**src/rtl/jtag_pkg.sv**
```systemverilog
// Shared TAP types: state encoding, opcode constants and the
// instruction-to-data-register decode used by the controller.
package jtag_pkg;

  // Standard 1149.1 state encoding (matches the usual debugger view)
  typedef enum logic [3:0] {
    EX2_DR = 4'h0,
    EX1_DR = 4'h1,
    SH_DR  = 4'h2,
    PA_DR  = 4'h3,
    SEL_IR = 4'h4,
    UPD_DR = 4'h5,
    CAP_DR = 4'h6,
    SEL_DR = 4'h7,
    EX2_IR = 4'h8,
    EX1_IR = 4'h9,
    SH_IR  = 4'hA,
    PA_IR  = 4'hB,
    RTI    = 4'hC,
    UPD_IR = 4'hD,
    CAP_IR = 4'hE,
    TLR    = 4'hF
  } tap_state_e;

  localparam int OP_IDCODE    = 1;
  localparam int OP_USER_BASE = 2;

  typedef enum logic [1:0] {
    DR_BYPASS = 2'd0,
    DR_IDCODE = 2'd1,
    DR_USER   = 2'd2
  } dr_kind_e;

  typedef struct packed {
    dr_kind_e   kind;
    logic [7:0] idx;
  } dr_sel_t;

  // Decode an instruction into the data register it routes to.
  // All-ones and every unassigned opcode fall back to BYPASS.
  function automatic dr_sel_t opcode_to_sel(input logic [31:0] op,
                                            input int ir_width,
                                            input int num_dr);
    dr_sel_t     sel;
    logic [31:0] all_ones;
    all_ones = (32'd1 << ir_width) - 32'd1;
    sel.kind = DR_BYPASS;
    sel.idx  = 8'd0;
    if (op == all_ones) begin
      sel.kind = DR_BYPASS;
    end else if (op == 32'(OP_IDCODE)) begin
      sel.kind = DR_IDCODE;
    end else if ((op >= 32'(OP_USER_BASE)) && (op < 32'(OP_USER_BASE + num_dr))) begin
      sel.kind = DR_USER;
      sel.idx  = 8'(op - 32'(OP_USER_BASE));
    end else begin
      sel.kind = DR_BYPASS;
    end
    return sel;
  endfunction

endpackage

```
**src/rtl/jtag_tap_ctrl_if.sv**
```systemverilog
// Serial JTAG pins between a bus master (debugger) and the TAP slave.
interface jtag_tap_ctrl_if;
  logic tdi;
  logic tms;
  logic tdo;
  logic tdo_en;

  modport master_mp (output tdi, output tms, input tdo, input tdo_en);
  modport slave_mp  (input tdi, input tms, output tdo, output tdo_en);
endinterface

```
**src/rtl/jtag_tap_fsm.sv**
```systemverilog
// 16-state TAP state machine; state register is the output.
module jtag_tap_fsm
  import jtag_pkg::*;
(
  input  logic       tck,
  input  logic       trst,
  input  logic       tms,
  output tap_state_e tap_state
);

  // Advance the TAP graph on every rising tck according to tms
  always_ff @(posedge tck or negedge trst) begin
    if (!trst) begin
      tap_state <= TLR;
    end else begin
      case (tap_state)
        TLR:     tap_state <= tms ? TLR    : RTI;
        RTI:     tap_state <= tms ? SEL_DR : RTI;
        SEL_DR:  tap_state <= tms ? SEL_IR : CAP_DR;
        CAP_DR:  tap_state <= tms ? EX1_DR : SH_DR;
        SH_DR:   tap_state <= tms ? EX1_DR : SH_DR;
        EX1_DR:  tap_state <= tms ? UPD_DR : PA_DR;
        PA_DR:   tap_state <= tms ? EX2_DR : PA_DR;
        EX2_DR:  tap_state <= tms ? UPD_DR : SH_DR;
        UPD_DR:  tap_state <= tms ? SEL_DR : RTI;
        SEL_IR:  tap_state <= tms ? TLR    : CAP_IR;
        CAP_IR:  tap_state <= tms ? EX1_IR : SH_IR;
        SH_IR:   tap_state <= tms ? EX1_IR : SH_IR;
        EX1_IR:  tap_state <= tms ? UPD_IR : PA_IR;
        PA_IR:   tap_state <= tms ? EX2_IR : PA_IR;
        EX2_IR:  tap_state <= tms ? UPD_IR : SH_IR;
        UPD_IR:  tap_state <= tms ? SEL_DR : RTI;
        default: tap_state <= TLR;
      endcase
    end
  end

endmodule

```
**src/rtl/jtag_tap_ctrl.sv**
```systemverilog
// JTAG TAP controller: IR, BYPASS, IDCODE and NUM_DR user data registers
// with parallel capture/update ports for on-chip test logic.
module jtag_tap_ctrl
  import jtag_pkg::*;
#(
  parameter int          IR_WIDTH   = 4,
  parameter int          DR_WIDTH   = 16,
  parameter int          NUM_DR     = 2,
  parameter logic [31:0] IDCODE_VAL = 32'h1000_0001
) (
  input  logic                       tck,
  input  logic                       trst,
  jtag_tap_ctrl_if.slave_mp          jtag,
  output tap_state_e                 tap_state,
  output logic [IR_WIDTH-1:0]        ir_q,
  input  logic [NUM_DR*DR_WIDTH-1:0] dr_capture,
  output logic [NUM_DR*DR_WIDTH-1:0] dr_update,
  output logic [NUM_DR-1:0]          dr_update_stb
);

  localparam logic [IR_WIDTH-1:0] IR_IDCODE  = IR_WIDTH'(OP_IDCODE);
  localparam logic [IR_WIDTH-1:0] IR_CAPTURE = IR_WIDTH'(2'b01);

  dr_sel_t             sel_s;
  logic [DR_WIDTH-1:0] cap_slice_s;
  logic                dr_lsb_s;
  logic                upd_entry_s;
  logic                tlr_entry_s;

  logic [IR_WIDTH-1:0] ir_shift_r;
  logic                bypass_r;
  logic [31:0]         idcode_r;
  logic [DR_WIDTH-1:0] user_r;
  logic                tdo_r;
  logic                tdo_en_r;

  jtag_tap_fsm u_fsm (
    .tck       (tck),
    .trst      (trst),
    .tms       (jtag.tms),
    .tap_state (tap_state)
  );

  assign sel_s = opcode_to_sel(32'(ir_q), IR_WIDTH, NUM_DR);

  // Update commits on the edge that enters UPD_DR so the strobe spans that state
  assign upd_entry_s = ((tap_state == EX1_DR) || (tap_state == EX2_DR)) && jtag.tms;
  // Entering TLR from SEL_IR: IDCODE is visible as soon as TLR is
  assign tlr_entry_s = (tap_state == SEL_IR) && jtag.tms;

  // Pick the dr_capture slice belonging to the selected user register
  always_comb begin
    cap_slice_s = '0;
    for (int i = 0; i < NUM_DR; i++) begin
      if (sel_s.idx == 8'(i)) begin
        cap_slice_s = dr_capture[i*DR_WIDTH +: DR_WIDTH];
      end else begin
        cap_slice_s = cap_slice_s;
      end
    end
  end

  // Serial output bit of the currently selected data register
  always_comb begin
    case (sel_s.kind)
      DR_BYPASS: dr_lsb_s = bypass_r;
      DR_IDCODE: dr_lsb_s = idcode_r[0];
      DR_USER:   dr_lsb_s = user_r[0];
      default:   dr_lsb_s = bypass_r;
    endcase
  end

  // Instruction shift register and active instruction
  always_ff @(posedge tck or negedge trst) begin
    if (!trst) begin
      ir_shift_r <= '0;
      ir_q       <= IR_IDCODE;
    end else begin
      case (tap_state)
        CAP_IR:  ir_shift_r <= IR_CAPTURE;
        SH_IR:   ir_shift_r <= {jtag.tdi, ir_shift_r[IR_WIDTH-1:1]};
        default: ir_shift_r <= ir_shift_r;
      endcase
      if (tap_state == UPD_IR) begin
        ir_q <= ir_shift_r;
      end else if ((tap_state == TLR) || tlr_entry_s) begin
        ir_q <= IR_IDCODE;
      end else begin
        ir_q <= ir_q;
      end
    end
  end

  // Data shift registers: capture into and shift only the selected one
  always_ff @(posedge tck or negedge trst) begin
    if (!trst) begin
      bypass_r <= 1'b0;
      idcode_r <= 32'h0;
      user_r   <= '0;
    end else begin
      case (tap_state)
        CAP_DR: begin
          case (sel_s.kind)
            DR_IDCODE: idcode_r <= IDCODE_VAL;
            DR_USER:   user_r   <= cap_slice_s;
            default:   bypass_r <= 1'b0;
          endcase
        end
        SH_DR: begin
          case (sel_s.kind)
            DR_IDCODE: idcode_r <= {jtag.tdi, idcode_r[31:1]};
            DR_USER:   user_r   <= (user_r >> 1) | (DR_WIDTH'(jtag.tdi) << (DR_WIDTH - 1));
            default:   bypass_r <= jtag.tdi;
          endcase
        end
        default: begin
          bypass_r <= bypass_r;
          idcode_r <= idcode_r;
          user_r   <= user_r;
        end
      endcase
    end
  end

  // Parallel update of the selected user slice plus its one-cycle strobe
  always_ff @(posedge tck or negedge trst) begin
    if (!trst) begin
      dr_update     <= '0;
      dr_update_stb <= '0;
    end else begin
      dr_update_stb <= '0;
      if (upd_entry_s && (sel_s.kind == DR_USER)) begin
        for (int i = 0; i < NUM_DR; i++) begin
          if (sel_s.idx == 8'(i)) begin
            dr_update[i*DR_WIDTH +: DR_WIDTH] <= user_r;
            dr_update_stb[i]                  <= 1'b1;
          end
        end
      end
    end
  end

  // tdo/tdo_en launch on the falling edge so the debugger samples mid-bit
  always_ff @(negedge tck or negedge trst) begin
    if (!trst) begin
      tdo_r    <= 1'b0;
      tdo_en_r <= 1'b0;
    end else begin
      case (tap_state)
        SH_DR: begin
          tdo_r    <= dr_lsb_s;
          tdo_en_r <= 1'b1;
        end
        SH_IR: begin
          tdo_r    <= ir_shift_r[0];
          tdo_en_r <= 1'b1;
        end
        default: begin
          tdo_r    <= 1'b0;
          tdo_en_r <= 1'b0;
        end
      endcase
    end
  end

  assign jtag.tdo    = tdo_r;
  assign jtag.tdo_en = tdo_en_r;

endmodule
```
**src/flat_wrapper.sv**
```systemverilog
// flat-port wrapper written by rule: the top's interface ports become plain ports
module jtag_tap_ctrl_flat import jtag_pkg::*;
#(
  parameter int          IR_WIDTH   = 4,
  parameter int          DR_WIDTH   = 16,
  parameter int          NUM_DR     = 2,
  parameter logic [31:0] IDCODE_VAL = 32'h1000_0001
)
  (tck, trst, tap_state, ir_q, dr_capture, dr_update, dr_update_stb, jtag_tdi, jtag_tms, jtag_tdo, jtag_tdo_en);
  jtag_tap_ctrl_if jtag_i ();
  input  logic tck;
  input  logic trst;
  output tap_state_e tap_state;
  output logic [IR_WIDTH-1:0] ir_q;
  input  logic [NUM_DR*DR_WIDTH-1:0] dr_capture;
  output logic [NUM_DR*DR_WIDTH-1:0] dr_update;
  output logic [NUM_DR-1:0] dr_update_stb;
  input wire logic [$bits(jtag_i.tdi)-1:0] jtag_tdi;
  input wire logic [$bits(jtag_i.tms)-1:0] jtag_tms;
  output wire logic [$bits(jtag_i.tdo)-1:0] jtag_tdo;
  output wire logic [$bits(jtag_i.tdo_en)-1:0] jtag_tdo_en;
  assign jtag_i.tdi = jtag_tdi;
  assign jtag_i.tms = jtag_tms;
  assign jtag_tdo = jtag_i.tdo;
  assign jtag_tdo_en = jtag_i.tdo_en;
  jtag_tap_ctrl #(.IR_WIDTH(IR_WIDTH), .DR_WIDTH(DR_WIDTH), .NUM_DR(NUM_DR), .IDCODE_VAL(IDCODE_VAL)) u_core (.tck(tck), .trst(trst), .jtag(jtag_i), .tap_state(tap_state), .ir_q(ir_q), .dr_capture(dr_capture), .dr_update(dr_update), .dr_update_stb(dr_update_stb));
endmodule
```
**config.mk**
```make
export PLATFORM = sky130hd
export DESIGN_NAME = jtag_tap_ctrl_flat
export DESIGN_NICKNAME = d
export VERILOG_FILES = /design/src/rtl/jtag_pkg.sv /design/src/rtl/jtag_tap_ctrl_if.sv /design/src/rtl/jtag_tap_fsm.sv /design/src/rtl/jtag_tap_ctrl.sv /design/src/flat_wrapper.sv
export SDC_FILE = /design/constraint.sdc
export NUM_CORES = 1
export LEC_CHECK = 0
export CORE_MARGIN = 1.5
export CORE_UTILIZATION = 52
export DETAILED_ROUTE_END_ITERATION = 6
export HOLD_SLACK_MARGIN = 0.06
export PLACE_DENSITY = 0.79
export SLEW_MARGIN = 30
export SYNTH_ARGS = -nofsm -noshare
export SYNTH_HDL_FRONTEND = slang
export SYNTH_SLANG_ARGS = --single-unit
```
**constraint.sdc**
```tcl
create_clock -name tck -period 4.35 [get_ports tck]
set_clock_uncertainty 0.2 [all_clocks]
set_input_delay 0.87 -clock tck [delete_from_list [all_inputs] [get_ports tck]]
set_output_delay 0.87 -clock tck [all_outputs]
set_load 0.005 [all_outputs]
```
==> qor.yml, run 1 <==
status: "finished, final reports clean"
dp_cells: 581
cp_top_family: "flip-flops"
synthesis.nets: 461
path_cells: "dlygate4sd2_1"
numCtsBuffers: 9
grt_overflow: 0
endpoint_kind: "output port"
port_buffers: 79
synth.distinct_cells: 42
grt_antenna_before_repair: 0
grt_pass1_wl_um: 16800
crit_type: "reg2out"
cts_tree: "yes"
cp_max_fo: 1
rsz0062_at_grt: "no"
dr.pass1.iters: 5
num_vias: 3494
chipHeight_um: 94.9
hold_viol_final: 0
cpMaxStageDelayCell: "dfrtn_1"
setup_viol: 0
die_w_um: 94.9
gp_congestion: 0.806
dp_hpwl_um: 6980
syn_inst: 422
h-tree-depth: 3
path_clk_slew_ns: 0.11
worst_pin_slew_ns: 0.809
layout-drive-gt1-share_pct: 14.6
tns_ns: 0
grt_pass1_vias: 3357
hold_path_class: "in2async"
final_cells: 597
grt_max_degree: 66
core_um2: 8180
clk_latency_ns: 0.36
final_cell_mix: "dfrtp_1, nand2_1, clkdlybuf4s50_1"
postRouteWirelength_um: 10200
initial_core_util_pct: 53.7
required_ns: 3.28
synthesis.area_um2: 4390
post_cts_buffers: 0
die-area_um2: 9000
maxSlewHeadroom_pct: 46.0
p_per_area_nw_per_um2: 458
viasPerCell: 5.85
synth-seq-area-share_pct: 55.4
clkSinkCount: 97
pin_count: 80
max_cap_violations: 0
finalNetCount: 526
antennaDiodeCount: 0
ctsRootBufferMaster: "clkbuf_8"
drtIter0Drc: 252
peakVddDrop_uv: 369
ant_nets: 0
wl_per_cell_um: 17.1
synth_area_per_cell_um2: 10.4
layout_commonest_cell: "dfrtp_1"
grt_util_all_layers_pct: 24.4
drt_drc_violations_left: 0
crit_arrival_ns: 3.16
synth_warnings: 0
p_leak_nw: 2.26
maxSlewViolCount: 0
start_kind: "flip-flop"
area_growth_syn_to_layout_pct: 23.8
worst_path_largest_cell_delay_ns: 0.40
clockBufferDepth: 2
synth_seq_cells: 97
path_buf_inv: 1
num_rows: 33
[where the power goes]
group,switching [W],internal (W)
sequential,0.000158,0.00105
clock,0.000343,0.000220
combinational,0.000434,0.000280
total,0.000935,0.00155
[cell families (layout without fill, tap and decap cells)]
group	Yosys count	count (layout)	share of synthesized area, %
simple gates	144	144	15.6
compound gates	107	107	15.2
flops	97	97	55.4
buf+inv	39	109	3.88
mux	32	32	8.98
fa+ha+maj	3	3	0.855
[state kept, by name, indices dropped and copies added, names as in the netlist]
register,flops
u_core.ir_shift_r,4
u_core.jtag.tdo_en,1
u_core.jtag.tdo,1
u_core.dr_update_stb,2
u_core.dr_update,32
u_core.idcode_r,32
u_core.ir_q,4
u_core.user_r,16
u_core.u_fsm.tap_state,4
u_core.bypass_r,1
[repair_timing]
item,in CTS,in global routing
hold buffers,0,0
gates resized for setup,2,0
endpoints found under the hold margin,0,0
endpoints found under the setup margin,2,0
[Yosys cell counts (all sizes together)]
cell	count	area (um2)
dfrtp	90	2250
nor3b	1	7.51
or3b	2	20.0
o211ai	17	128
nor3	3	15.0
dfrtn	2	50.1
or2b	1	7.51
nor4	18	128
o2bb2ai	1	8.76
mux2	32	394
buf	7	50.0
dfstp	5	131
nor2b	3	18.8
or3	2	12.5
a21oi	19	95.1
o21a	1	7.51
nand3b	1	7.51
nand2	86	323
nor2	9	33.8
a311oi	16	140
ha	3	37.5
a31oi	2	12.5
o21ai	45	225
inv	6	22.5
or2	2	12.5
nand2b	7	43.8
nand3	4	20.0
a21o	1	7.51
a22o	4	35.0
o31ai	1	7.51
clkbuf	26	97.6
or4	2	18.8
and2	3	18.8
[final cells by class]
cell class,instances,area (um2)
clock inverters,7,65.1
inverters,6,22.5
multi-input cells,286,1810
well taps,105,131
repair buffers,87,846
flip-flops and latches,97,2430
clock buffers,9,124
fillers,646,2740
[final timing paths]
kind | startpoint | to | slack, ns | cells past startpoint
worst max-delay path | u_core.jtag.tdo_en | jtag_tdo_en | 0.12 | 1
worst min-delay path | trst | u_core.dr_update[20] | 0.1 | 1
worst max register to register | u_core.ir_q[2] | u_core.jtag.tdo | 0.23 | 6
worst min register to register | u_core.idcode_r[8] | u_core.idcode_r[8] | 0.29 | 2
max in group asynchronous | trst | u_core.jtag.tdo | 1.59 | 1
min in group tck | u_core.idcode_r[8] | u_core.idcode_r[8] | 0.29 | 2
[routing by layer]
metal / up-vias / part of all wire [%] / GRT usage [%]
met4: 0 / 1.3 / 8.46
met3: 13 / 6.6 / 3.95
met1: 1706 / 44 / 33.5
li1: 1635 / - / -
met5: - / 0 / 0
met2: 140 / 48 / 39.5
[metrics by stage]
step	hold WS, ns	setup WS, ns	power, W	instance area [um2]	util (%)
2_1_floorplan	0.250	0.0579	0.00166	4390	-
3_3_place_gp	0.261	0.241	0.00188	5230	64.0
3_5_place_dp	0.271	0.240	0.00194	5250	64.2
4_1_cts	0.0922	0.113	0.00249	5430	66.5
5_1_grt	0.0896	0.0991	0.00265	5430	66.5
6_report	0.0953	0.124	0.00249	5430	66.5
(Power assumes the default switching activity.)
==> inputs of run 2 (changes only) <==
- GPL_TIMING_DRIVEN: unset -> 1
==> results of run 2 <==
No change in the layout: final DEF, timing and power equal those of run 1.
